--- config.mk ---
export PLATFORM = sky130hd
export DESIGN_NAME = adc_sequencer
export DESIGN_NICKNAME = d
export VERILOG_FILES = /design/src/rtl/adc_seq_pkg.sv /design/src/rtl/adc_slot_accumulator.sv /design/src/rtl/adc_sequencer.sv
export SDC_FILE = /design/constraint.sdc
export NUM_CORES = 1
export LEC_CHECK = 0
export CORE_MARGIN = 5
export CORE_UTILIZATION = 45
export DETAILED_ROUTE_END_ITERATION = 8
export GPL_ROUTABILITY_DRIVEN = 1
export PLACE_DENSITY = 0.76
export SYNTH_ARGS = -nofsm -noshare
export SYNTH_HDL_FRONTEND = slang
export SYNTH_SLANG_ARGS = --single-unit
export TNS_END_PERCENT = 1
--- constraint.sdc ---
create_clock -name clk -period 6 [get_ports clk]
set_input_delay 1.2 -clock clk [delete_from_list [all_inputs] [get_ports clk]]
set_output_delay 1.2 -clock clk [all_outputs]
set_load 0.005 [all_outputs]
--- src/rtl/adc_seq_pkg.sv ---
// Shared types, widths and helpers for the MAX10 ADC command sequencer.
package adc_seq_pkg;

  localparam int unsigned ADC_DATA_W = 12;
  localparam int unsigned ADC_CHAN_W = 5;
  localparam int unsigned MAX_SLOTS  = 4;

  typedef enum logic [1:0] {
    StIdle,
    StIssue,
    StWait
  } seq_state_e;

  // Pick the 5-bit channel for a slot out of the packed slot table.
  function automatic logic [ADC_CHAN_W-1:0] slot_channel(
    input logic [MAX_SLOTS*ADC_CHAN_W-1:0] chans,
    input logic [1:0]                      slot
  );
    return chans[int'(slot)*ADC_CHAN_W +: ADC_CHAN_W];
  endfunction

endpackage

--- src/rtl/adc_slot_accumulator.sv ---
// Per-slot running sum of 2^AVG_LOG2 conversions; emits the truncated mean.
module adc_slot_accumulator
  import adc_seq_pkg::*;
#(
  parameter int unsigned AVG_LOG2 = 2
) (
  input  logic                  clk,
  input  logic                  rst,
  input  logic                  clear_i,
  input  logic                  add_i,
  input  logic [ADC_DATA_W-1:0] data_i,
  output logic                  done_o,
  output logic [ADC_DATA_W-1:0] result_o
);

  localparam int unsigned AccW = ADC_DATA_W + AVG_LOG2;
  localparam int unsigned CntW = (AVG_LOG2 == 0) ? 1 : AVG_LOG2;
  localparam logic [CntW-1:0] CntLast = CntW'((1 << AVG_LOG2) - 1);

  logic [AccW-1:0] acc_q, acc_d, sum;
  logic [CntW-1:0] cnt_q, cnt_d;

  // The sum includes the incoming sample so the mean is ready in the add cycle.
  assign sum      = acc_q + AccW'(data_i);
  assign done_o   = add_i && (cnt_q == CntLast);
  assign result_o = sum[AccW-1:AVG_LOG2];

  // Next-state: accumulate, or restart once the block of conversions is complete.
  always_comb begin
    acc_d = acc_q;
    cnt_d = cnt_q;
    if (clear_i) begin
      acc_d = '0;
      cnt_d = '0;
    end else if (add_i) begin
      if (done_o) begin
        acc_d = '0;
        cnt_d = '0;
      end else begin
        acc_d = sum;
        cnt_d = cnt_q + CntW'(1);
      end
    end
  end

  // Accumulator and counter registers.
  always_ff @(posedge clk) begin
    if (rst) begin
      acc_q <= '0;
      cnt_q <= '0;
    end else begin
      acc_q <= acc_d;
      cnt_q <= cnt_d;
    end
  end

endmodule

--- src/rtl/adc_sequencer.sv ---
// Round-robin command scheduler for the MAX10 ADC with per-slot averaging,
// a single-entry sample output register and lost/misrouted response detection.
module adc_sequencer
  import adc_seq_pkg::*;
#(
  parameter int unsigned NUM_SLOTS      = 2,
  parameter logic [19:0] SLOT_CHANNELS  = 20'h00021,
  parameter int unsigned AVG_LOG2       = 2,
  parameter int unsigned TIMEOUT_CYCLES = 1023
) (
  input  logic                  clk,
  input  logic                  rst,
  input  logic                  enable_in,
  input  logic                  clear_in,
  output logic                  command_valid_out,
  output logic [ADC_CHAN_W-1:0] command_channel_out,
  output logic                  command_startofpacket_out,
  output logic                  command_endofpacket_out,
  input  logic                  command_ready_in,
  input  logic                  response_valid_in,
  input  logic [ADC_CHAN_W-1:0] response_channel_in,
  input  logic [ADC_DATA_W-1:0] response_data_in,
  output logic [ADC_DATA_W-1:0] sample_out,
  output logic [1:0]            sample_slot_out,
  output logic                  sample_stb_out,
  input  logic                  sample_ack_in,
  output logic                  overrun_out,
  output logic [7:0]            error_count_out,
  output logic                  busy_out
);

  localparam int unsigned TimerW   = (TIMEOUT_CYCLES < 2) ? 1 : $clog2(TIMEOUT_CYCLES + 1);
  localparam logic [1:0]  LastSlot = 2'(NUM_SLOTS - 1);

  seq_state_e              state_q, state_d;
  logic [1:0]              slot_q, slot_d;
  logic [TimerW-1:0]       timer_q, timer_d;
  logic [ADC_DATA_W-1:0]   sample_q, sample_d;
  logic [1:0]              sslot_q, sslot_d;
  logic                    stb_q, stb_d;
  logic                    ovr_q, ovr_d;
  logic [7:0]              err_q, err_d;

  logic [ADC_CHAN_W-1:0]   cur_chan;
  logic                    cmd_fire, resp_ok, resp_bad, timed_out, wait_exit, in_wait;
  logic                    new_res;
  logic [MAX_SLOTS-1:0]    slot_done;
  logic [ADC_DATA_W-1:0]   slot_result [MAX_SLOTS];

  assign cur_chan  = slot_channel(SLOT_CHANNELS, slot_q);
  assign in_wait   = (state_q == StWait);
  assign cmd_fire  = command_valid_out && command_ready_in;
  assign resp_ok   = in_wait && response_valid_in && (response_channel_in == cur_chan);
  assign resp_bad  = in_wait && response_valid_in && (response_channel_in != cur_chan);
  // A response in the final timer cycle wins over the timeout.
  assign timed_out = in_wait && !response_valid_in && (timer_q == TimerW'(TIMEOUT_CYCLES));
  assign wait_exit = resp_ok || resp_bad || timed_out;

  for (genvar s = 0; s < MAX_SLOTS; s++) begin : g_slot
    if (s < NUM_SLOTS) begin : g_acc
      adc_slot_accumulator #(
        .AVG_LOG2 (AVG_LOG2)
      ) u_acc (
        .clk      (clk),
        .rst      (rst),
        .clear_i  (state_q == StIdle),
        .add_i    (resp_ok && (slot_q == 2'(s))),
        .data_i   (response_data_in),
        .done_o   (slot_done[s]),
        .result_o (slot_result[s])
      );
    end else begin : g_unused
      assign slot_done[s]   = 1'b0;
      assign slot_result[s] = '0;
    end
  end

  assign new_res = slot_done[slot_q];

  // Controller: next state, slot rotation and response timer.
  always_comb begin
    state_d = state_q;
    slot_d  = slot_q;
    timer_d = timer_q;
    unique case (state_q)
      StIdle: begin
        slot_d  = '0;
        timer_d = '0;
        if (enable_in) state_d = StIssue;
      end
      StIssue: begin
        // An accepted command is always followed through, even if enable just fell.
        if (cmd_fire) begin
          state_d = StWait;
          timer_d = '0;
        end else if (!enable_in) begin
          state_d = StIdle;
          slot_d  = '0;
        end
      end
      StWait: begin
        if (wait_exit) begin
          if (enable_in) begin
            state_d = StIssue;
            slot_d  = (slot_q == LastSlot) ? 2'd0 : slot_q + 2'd1;
          end else begin
            state_d = StIdle;
            slot_d  = '0;
          end
        end else begin
          timer_d = timer_q + TimerW'(1);
        end
      end
      default: state_d = StIdle;
    endcase
  end

  // Output register, sticky overrun and saturating error counter.
  always_comb begin
    sample_d = sample_q;
    sslot_d  = sslot_q;
    stb_d    = stb_q;
    ovr_d    = ovr_q;
    err_d    = err_q;
    if (new_res) begin
      sample_d = slot_result[slot_q];
      sslot_d  = slot_q;
      stb_d    = 1'b1;
      if (stb_q && !sample_ack_in) ovr_d = 1'b1;
    end else if (stb_q && sample_ack_in) begin
      stb_d = 1'b0;
    end
    if ((resp_bad || timed_out) && (err_q != 8'hFF)) err_d = err_q + 8'd1;
    if (clear_in) begin
      ovr_d = 1'b0;
      err_d = '0;
    end
  end

  // State and output registers.
  always_ff @(posedge clk) begin
    if (rst) begin
      state_q  <= StIdle;
      slot_q   <= '0;
      timer_q  <= '0;
      sample_q <= '0;
      sslot_q  <= '0;
      stb_q    <= 1'b0;
      ovr_q    <= 1'b0;
      err_q    <= '0;
    end else begin
      state_q  <= state_d;
      slot_q   <= slot_d;
      timer_q  <= timer_d;
      sample_q <= sample_d;
      sslot_q  <= sslot_d;
      stb_q    <= stb_d;
      ovr_q    <= ovr_d;
      err_q    <= err_d;
    end
  end

  assign command_valid_out         = (state_q == StIssue);
  assign command_channel_out       = command_valid_out ? cur_chan : '0;
  assign command_startofpacket_out = command_valid_out;
  assign command_endofpacket_out   = command_valid_out;
  assign busy_out                  = (state_q != StIdle);
  assign sample_out                = sample_q;
  assign sample_slot_out           = sslot_q;
  assign sample_stb_out            = stb_q;
  assign overrun_out               = ovr_q;
  assign error_count_out           = err_q;

endmodule

==> results.py, run 1 <==
metrics = {
    "sta": {
        "final-hold-violation-count": 0,
        "fin_tns_setup_ps": 0,
        "rsz0062_at_grt": "no",
        "post-route-min-period_ps": 3640,
        "max_freq_ghz": 0.275,
        "setup_violations": 0,
        "final.period_utilization_pct": 60.6,
        "finClkSkew_ps": 13.2,
        "worstMarginPinSlew_ps": 848,
        "fin_hold_ws_ps": 463,
        "max-slew-margin-rel_pct": 43.3,
        "slew_violations": 0,
    },
    "clocking": {
        "cts_made_buffers": 9,
        "postCtsSetupBuffers": 0,
        "htreeDepth": 3,
        "clk_pin_slew_ps": 80,
        "clock_sinks": 70,
        "clk_path_buf_depth": 2,
        "cts_resized": 0,
        "ctsHoldBuffers": 0,
        "clock_latency_ps": 350,
        "cts_tree": "done",
        "cts-root-buf": "clkbuf_8",
    },
    "routing": {
        "route.vias.total": 3748,
        "viasPerCell": 5.60,
        "routed_wirelength_um": 10300,
        "drtPass1Iterations": 5,
        "wl_per_cell_um": 15.4,
        "drc_errors": 0,
        "drtAntennaViolNets": 0,
        "dr.first_iter.drc_count": 195,
    },
    "synthesis": {
        "yosys_most_used_dff": "dfxtp_1",
        "syn_area_sq_um": 4160,
        "async_flop_share_pct": 0,
        "synth_edf_count": 0,
        "synthCells": 512,
        "avgSynthCellArea_sq_um": 8.13,
        "ys_seq_area_share_pct": 33.7,
        "synth_cell_types": 64,
        "ys_warn_count": 0,
        "ys_ff_latch": 70,
    },
    "setup_path": {
        "critPathCaptureType": "flop",
        "startpoint_type": "primary input",
        "required_ps": 6290,
        "arrival_ps": 3920,
        "path_cells": "clkdlybuf4s50_1, nor4_1, nand2_1, nor4_4, nand2_1, nor2_2, nand3b_1, a21oi_1",
        "crit_top_cell": "nand2_1",
        "critical_path_class": "primary input to flop",
        "critPathTopFamily": "simple AND/OR/NAND/NOR gates",
        "worst_path_largest_cell_delay_ps": 570,
        "crit_buf_inv": 1,
        "crit_path_top_delay_cell": "nand2_1",
        "crit_fanout": 23,
    },
    "layout": {
        "layout-drive-gt1-share_pct": 5.38,
        "area_growth_pct": 18.5,
        "layout.nets": 608,
        "postLayoutCoreUtil_pct": 54.2,
        "antenna_cells": 0,
        "filler_cell_count": 868,
    },
    "global_routing": {
        "grt_first_pass_wirelength_um": 17000,
        "antenna_found_initial": 0,
        "grt_pass1_vias": 3538,
        "grt_util_all_layers_pct": 18.5,
        "overflow": 0,
        "grt_max_degree": 33,
    },
    "pwr": {
        "power.density_nw_per_um2": 196,
        "ir_worst_vdd_v": 0.000115,
        "power_leakage_nw": 1.82,
    },
    "place": {
        "io_buffers": 52,
        "hpwl_um": 7780,
        "gp_congestion": 0.885,
    },
    "floorplanning": {
        "design.core.area_sq_um": 9110,
        "initial_utilization_pct": 45.7,
        "num_rows": 35,
        "fp.dieW_um": 106,
        "ioPinCount": 57,
        "dieHeight_um": 106,
        "die_area_sq_um": 11300,
    },
    "job": {
        "max_cap_viol_count": 0,
    },
    "min_path": {
        "hold_path_class": "flop to flop",
    },
    "outcome": {
        "outcome": "complete, no violations",
    },
}
report_power, final:
part           internal (mW)  total, mW  switching [mW]
clock network          0.232      0.424           0.192
logic                 0.0346     0.0778          0.0432
registers              0.465      0.467         0.00183
total                  0.731      0.969           0.237
registers in the layout, indices dropped and copies added (netlist names):
signal and flops:
state_q 2, sample_slot_out 2, g_slot.g_acc.u_acc.cnt_q 4, slot_q 2
sample_stb_out 1, overrun_out 1, sample_out 12, g_slot.g_acc.u_acc.acc_q 28
timer_q 10, error_count_out 8
cell usage after synthesis, drive strengths merged, types with 4 or more instances:
cell / instances / area, sq um
clkbuf: 16 / 60.1
nand3: 9 / 45.0
nor2: 82 / 313
inv: 17 / 63.8
ha: 28 / 350
o21ai: 24 / 120
a21o: 5 / 38.8
nor3: 20 / 100
nor2b: 7 / 43.8
buf: 9 / 58.8
nand2b: 4 / 25.0
a211oi: 9 / 67.6
nor4: 4 / 40.0
dfxtp: 70 / 1400
xor2: 17 / 149
nand3b: 4 / 30.0
nand2: 37 / 139
or3: 5 / 31.3
mux2i: 8 / 80.1
a21oi: 49 / 245
o21bai: 6 / 56.3
xnor2: 14 / 123
o21a: 4 / 30.0
a22oi: 14 / 105
nand4: 4 / 25.0
area by class of cell:
class                           instances  area (sq um)  area share [%]
Clock buffer                            9           124            2.51
Clock inverter                          6          87.6            1.77
Inverter                               17          63.8            1.29
Multi-Input combinational cell        403          2590            52.5
Sequential cell                        70          1400            28.4
Tap cell                              111           139            2.81
Timing Repair Buffer                   53           528            10.7
metrics by stage:
stage,cell area (sq um),power (mW),instances,worst slack [ps]
after floorplan,4180,0.522,515,2910
after global routing,4930,1.01,669,2070
after CTS,4930,0.976,669,2350
final,4930,0.969,669,2360
after detailed placement,4720,0.555,654,1930
after global placement,4720,0.553,654,2150
worst paths after layout:
kind / startpoint / endpoint / slack (ps) / depth (start not counted)
max: response_channel_in[1] / g_slot[1].g_acc.u_acc.acc_q[12] / 2360 / 8
min: sample_slot_out[1] / sample_slot_out[1] / 460 / 1
max reg2reg: state_q[0] / g_slot[1].g_acc.u_acc.acc_q[12] / 3460 / 7
min reg2reg: sample_slot_out[1] / sample_slot_out[1] / 460 / 1
metal layers:
metal / track usage, % / vias up / part of all wire [%]
li1: - / 1916 / -
met1: 25.2 / 1711 / 48
met2: 29.5 / 111 / 45
met3: 3.22 / 10 / 6.1
met4: 6.29 / 0 / 1.2
met5: 0 / - / 0
kinds of logic (layout without fill, tap and decap cells):
logic type / Yosys count / in the layout / synth area share, %
simple gates: 191 / 191 / 21.8
flops: 70 / 70 / 33.7
fa+ha+maj: 30 / 30 / 9.38
mux: 9 / 9 / 2.19
xor+xnor: 31 / 31 / 6.52
buf+inv: 42 / 85 / 4.39
other cells: 1 / 4 / 0.0901
compound gates: 138 / 138 / 22.0
placed cells by master, fill, tap and decap left out, types with 5 or more instances in the layout:
cell             instances
nor2_1                  80
dfxtp_1                 70
clkdlybuf4s50_1         52
a21oi_1                 49
nand2_1                 37
ha_1                    28
o21ai_0                 23
nor3_1                  20
inv_1                   17
xor2_1                  17
xnor2_1                 14
a22oi_1                 14
a211oi_1                 9
nand3_1                  9
clkbuf_8                 9
mux2i_1                  8
nor2b_1                  7
o21bai_1                 5
or3_1                    5
No activity file was read; power rests on OpenSTA's default activity.
==> run 2, diff against run 1 <==
PLACE_DENSITY = 0.78   (was 0.76)
clock period = 3 ns   (was 6 ns; I/O delays follow)
==> run 2 against run 1 <==
  * Sequential share of layout area down 1.5 points
  * Critical path depth up 4
  * Final cell count up 5.5%
  * Clock skew about the same
  * Clock power up 88%
  * Critical path type unchanged
  * Largest cell class unchanged
  * Largest power group unchanged
==> results.py, run 2 (synthesis results as in run 1) <==
metrics = {
    "place": {
        "hpwl_um": 8210,
        "gp_congestion": 0.920,
        "dp_slack_ps": -199,
        "io_buffers": 52,
    },
    "outcome": {
        "outcome": "complete, no violations",
    },
    "setup_path": {
        "r2r-start": "g_slot[0].g_acc.u_acc.acc_q[0]",
        "critPathTopFamily": "compound AO/OA/AOI/OAI gates",
        "required_ps": 3220,
        "crit_buf_inv": 3,
        "startpoint_type": "primary input",
        "startpoint": "response_data_in[0]",
        "arrival_ps": 2970,
        "ff2ff_path_depth": 10,
        "path_cells": "clkdlybuf4s50_1, ha_1, inv_1, fa_1, nor2b_1, o31a_1, o22ai_1, o221ai_1, buf_4, nor2_1, o21ai_0, a21oi_1",
        "path_depth": 12,
        "crit_path_top_delay_cell": "clkdlybuf4s50_1",
        "critical_path_class": "primary input to flop",
        "crit_fanout": 3,
        "critPathCaptureType": "flop",
        "worst_path_largest_cell_delay_ps": 490,
    },
    "clocking": {
        "cts_made_buffers": 9,
        "clock_sinks": 70,
        "postCtsSetupBuffers": 0,
        "cts_tree": "done",
        "htreeDepth": 3,
        "cts-root-buf": "clkbuf_8",
        "clk_path_buf_depth": 2,
        "clk_pin_slew_ps": 80,
        "clock_latency_ps": 360,
    },
    "layout": {
        "layout-drive-gt1-share_pct": 11.6,
        "area_growth_pct": 25.1,
        "filler_cell_count": 827,
        "regMostFlops": "g_slot.g_acc.u_acc.acc_q",
        "final_common_cell": "nor2_1",
        "largest_reg_flops": 28,
        "layout_common_cells": "nor2_1 (80), dfxtp_1 (70), clkdlybuf4s50_1 (52)",
        "antenna_cells": 0,
        "postLayoutCoreUtil_pct": 57.2,
        "layout.nets": 644,
    },
    "sta": {
        "max-slew-margin-rel_pct": 51.7,
        "rsz0062_at_grt": "no",
        "post-route-min-period_ps": 2750,
        "final.period_utilization_pct": 91.7,
        "setup_violations": 0,
        "final-hold-violation-count": 0,
        "fin_ws_ps": 249,
        "finClkSkew_ps": 13.0,
        "max_freq_ghz": 0.363,
        "slew_violations": 0,
        "worstMarginPinSlew_ps": 723,
    },
    "job": {
        "max_cap_viol_count": 0,
    },
    "pwr": {
        "combPwrFrac_pct": 8.9,
        "power_leakage_nw": 1.99,
        "power.internal_mw": 1.42,
        "switching_share_pct": 25.3,
        "seqPwrFrac_pct": 49.1,
        "pwr-share-clk_pct": 42.0,
        "power.density_nw_per_um2": 365,
        "p_sw_uw": 480,
        "ir_worst_vdd_v": 0.000233,
    },
    "min_path": {
        "holdPathStages": 1,
        "min_from": "sample_slot_out[1]",
        "hold_path_class": "flop to flop",
    },
    "routing": {
        "viasPerCell": 5.57,
        "drtAntennaViolNets": 0,
        "drtPass1Iterations": 5,
        "wl_per_cell_um": 15.2,
        "dr.first_iter.drc_count": 164,
        "routed_wirelength_um": 10700,
        "drc_errors": 0,
        "route.vias.total": 3932,
    },
    "global_routing": {
        "grt_util_all_layers_pct": 19.4,
        "antenna_found_initial": 0,
        "overflow": 0,
        "grt_max_degree": 24,
        "grt_pass1_vias": 3809,
        "grt_first_pass_wirelength_um": 17900,
    },
    "floorplanning": {
        "ioPinCount": 57,
        "design.core.area_sq_um": 9110,
        "die_area_sq_um": 11300,
        "num_rows": 35,
        "dieHeight_um": 106,
        "initial_utilization_pct": 45.7,
        "fp.dieW_um": 106,
    },
}
run 2: metal layers:
metal / up-vias / share of wire (%) / wire length (um) / GRT usage (%)
li1: 1978 / - / - / -
met1: 1811 / 47 / 5020 / 25.3
met2: 129 / 46 / 4920 / 31.9
met3: 14 / 6.1 / 655 / 4.49
met4: 0 / 1.3 / 141 / 5.92
met5: - / 0 / 0 / 0
run 2: area by class of cell:
type	instances	area [sq um]	area share [%]
clock buffers	10	138	2.64
flip-flops and latches	70	1400	26.9
multi-input cells	403	2600	49.9
well taps	111	139	2.67
clock inverters	6	68.8	1.32
repair buffers	89	798	15.3
inverters	17	63.8	1.23
run 2: final timing paths:
kind / end / slack (ps)
max: g_slot[1].g_acc.u_acc.acc_q[12] / 250
min reg2reg: sample_slot_out[1] / 460
max reg2reg: sample_out[8] / 650
min: sample_slot_out[1] / 460
run 2: repair_timing:
item | 4_1_cts | 5_1_grt
endpoints found under the hold margin | 0 | 0
hold buffers | 0 | 0
resized for setup | 0 | 2
setup endpoints to repair | 0 | 2
run 2: worst register-to-register path, cell delays in order, from the launching register on:
cell and delay [ps]:
dfxtp_1 340, ha_1 170, inv_1 50, fa_1 390
nand2b_1 200, a21oi_2 220, o2111ai_1 150, a21oi_1 190
o21ai_0 120, o31a_1 130, o311a_1 280
run 2: metrics by stage:
stage               power [mW]  setup TNS (ps)  area (sq um)  hold WS [ps]  cells
finish                    1.90               0          5210           463    706
global route              1.98               0          5210           479    706
CTS                       1.92               0          5200           463    706
detailed placement        1.12            -984          4990           444    690
global placement          1.12            -417          4990           440    690
floorplan                 1.04               0          4180           436    515
run 2: power groups by stage:
stage	sequential [mW]	clock, mW	combinational, mW
after floorplan	0.953	0	0.0911
after global placement	0.955	0	0.162
after detailed placement	0.955	0	0.165
after CTS	0.933	0.824	0.166
after global routing	0.934	0.860	0.184
final	0.933	0.797	0.169
==> RTL change 1 (config.mk and constraints of run 2) <==
`MAX_SLOTS`: 4 -> 2.
--- a/src/rtl/adc_seq_pkg.sv
+++ b/src/rtl/adc_seq_pkg.sv
@@ -5,3 +5,3 @@
   localparam int unsigned ADC_CHAN_W = 5;
-  localparam int unsigned MAX_SLOTS  = 4;
+  localparam int unsigned MAX_SLOTS  = 2;
 
Function: kept (Yosys induction, for registers that start in step).
==> RTL change 1 against run 2 <==
  * Clock power is 2% higher
  * Critical path type unchanged
  * Total power is 1.2% higher
  * Count of clock-buffer cells in the layout is 1 higher
  * Sequential cell count stayed put
  * Routed wire length is 4.4% higher
  * Synthesized area is 4.4% higher
  * Design area is 1.3% higher
  * Largest power group unchanged
  * Setup slack worse by 0.13 ns
==> RTL change 1: results (changes against run 2) <==
metric	value	unit	change
synth_cells	504		-1.6%
critPathMaxStageDelay	0.43	ns	-0.06 ns
p_leak	1.94	nW	-2.4%
grt_use_met2	32.0	%	+0.070 points
yosys.area_share.xor_xnor	6.44	%	-0.076 points
dp_hpwl	8500	µm	+3.4%
met1_length	4860	µm	-3.1%
dp_cells	684		-0.87%
min_period_over_period	96.0	%	+4.3 points
grt_pass1_wl	18500	µm	+3.4%
arrival	3.13	ns	+0.16 ns
grt_max_degree	26		+8.3%
totalWireLength	11200	µm	+4.4%
status	completed		
grt_pass1_vias	3922		+3.0%
hold_start	g_slot[0].g_acc.u_acc.acc_q[10]		
via_per_inst	5.80		+4.1%
p_seq	0.936	mW	about the same
wl_per_cell	16.0	µm	+5.3%
wl_met2	5270	µm	+7.1%
pwr-share-clk	42.2	%	+0.2 points
finalNetCount	620		-3.7%
ir_worst_vdd	211	µV	-9.6%
synthTopCellsByCount	dfxtp_1 (70), nor2_1 (64), a21oi_1 (38)		
drive_above_1_share	11.7	%	+0.14 points
-- RTL change 1: cell types whose count changed after synthesis, moves of 5 or more --
cell	before	now
nor2_1	80	64
nand2_1	37	28
a21o_1	4	9
clkbuf_1	16	11
a32o_1	1	6
o211ai_1	1	9
inv_1	17	10
a21oi_1	49	38
-- RTL change 1: area by class of cell --
cell class / instances / area share [%]
multi-input combinational: 401 / 52.7
clock buffer: 11 / 2.87
tap: 129 / 3.06
timing repair buffer: 74 / 13.0
sequential: 70 / 26.5
inverter: 10 / 0.711
clock inverter: 5 / 1.09
-- RTL change 1: final timing paths --
kind                                     end  slack (ns)  cells past startpoint
max                            sample_out[6]        0.12                      9
min          g_slot[0].g_acc.u_acc.acc_q[10]        0.47                      2
min reg2reg  g_slot[0].g_acc.u_acc.acc_q[10]        0.47                      2
max reg2reg                    sample_out[6]        0.50                      8
-- RTL change 1: tightest hold or removal path, stage by stage, from the launching register on --
cell     delay [ns]
dfxtp_1        0.32
nand3_1        0.06
nand2_1        0.05
==> RTL change 2 (settings of run 2) <==
Without the edit above. Put one more register stage on the output `error_count_out`, without a reset. The value now appears one clock later. The other outputs are not delayed to match.
--- a/src/rtl/adc_sequencer.sv
+++ b/src/rtl/adc_sequencer.sv
@@ -171,3 +171,5 @@
   assign overrun_out               = ovr_q;
-  assign error_count_out           = err_q;
+  always_ff @(posedge clk) begin
+    error_count_out <= err_q;
+  end
 
Check against the original RTL: not equivalent (Yosys sat finds a counterexample within 4 cycles, from zero or initial values and one cycle with rst high).
==> RTL change 2 against run 2 <==
  * Die area up 5.2%
  * Setup slack worse by 0.091 ns
  * Maximum frequency down 3.2%
  * Design area up 3.9%
  * Utilization down 1.0 points
  * Synthesized area up 5.7%
  * Non-clock buffer count down 2
  * Sequential share of layout area up 1.9 points
  * Hold slack worse by 0.074 ns
  * Sequential cell count up 8
  * Total power up 2.8%
  * Via count up 4.8%
  * Routed wire length up 3.5%
  * Combinational power up 5%
  * Critical path type unchanged
  * Critical endpoint is now sample_out[11]
==> RTL change 2: results (changes against run 2) <==
metric	value	unit	change
via_per_inst	5.54		-0.55%
clk_share	3.30	%	-0.66 points
totalWireLength	11100	µm	+3.5%
grt_pass1_vias	3851		+1.1%
clock-skew-final	0.00893	ns	-0.00405 ns
fill_cells	913		+10%
p_comb_share	9.1	%	+0.2 points
area_growth_syn_to_layout	23.0	%	
status	completed		
startpoint	response_data_in[3]		
hold_slack	0.388	ns	-0.0741 ns
num-nonclk-inverters	13		-4
reg2reg_to	sample_out[11]		
drtIter0Drc	208		+27%
ys_top_cells_by_area	dfxtp_1 (35%), ha_1 (8.0%), nor2_1 (6.1%)		
worstReg2RegStart	g_slot[1].g_acc.u_acc.acc_q[3]		
multi_input_area_share	49.4	%	-0.51 points
chipWidth	109	µm	+2.6%
yosysUniqueCellTypes	56		-13%
switchingPower	0.523	mW	+8.9%
min_period_over_period	94.7	%	+3.0 points
cp_max_fo	4		+1
grt_use_total	19.5	%	+0.059 points
power.density	361	nW/µm²	-1.1%
dpl_cell_area	5240	µm²	+4.8%
gp_congestion	0.879		-4.4%
sh_seq_area	28.8	%	+1.9 points
p_leak	2.05	nW	+3.1%
pwr-share-clk	37.7	%	-4.3 points
synthMuxAreaShare	3.24	%	+1.0 points
grt_pass1_wl	18300	µm	+2.6%
## RTL change 2: cell count changes in the layout (fill, tap and decap cells not counted), moves of 7 or more
cell / change
dfxtp_1: +8
a21oi_1: -9
nor2_1: -8
nor4_1: +8
nor2b_1: +7
## RTL change 2: worst max-delay path, stage by stage
cell             delay [ns]
clkdlybuf4s50_1        0.43
ha_1                   0.35
and3_1                 0.18
a22oi_1                0.31
o22ai_1                0.21
a31oi_1                0.30
nor3_1                 0.10
nor4_1                 0.38
buf_4                  0.19
nor4_1                 0.04
## RTL change 2: layer usage
layer | GRT usage (%) | wire length (µm) | share of wire [%] | vias up
met5 | 0 | 0 | 0 | -
met4 | 4.69 | 81 | 0.73 | 0
met3 | 4.20 | 731 | 6.6 | 9
met2 | 33.2 | 5390 | 48 | 148
met1 | 25.2 | 4910 | 44 | 1922
li1 | - | - | - | 2042
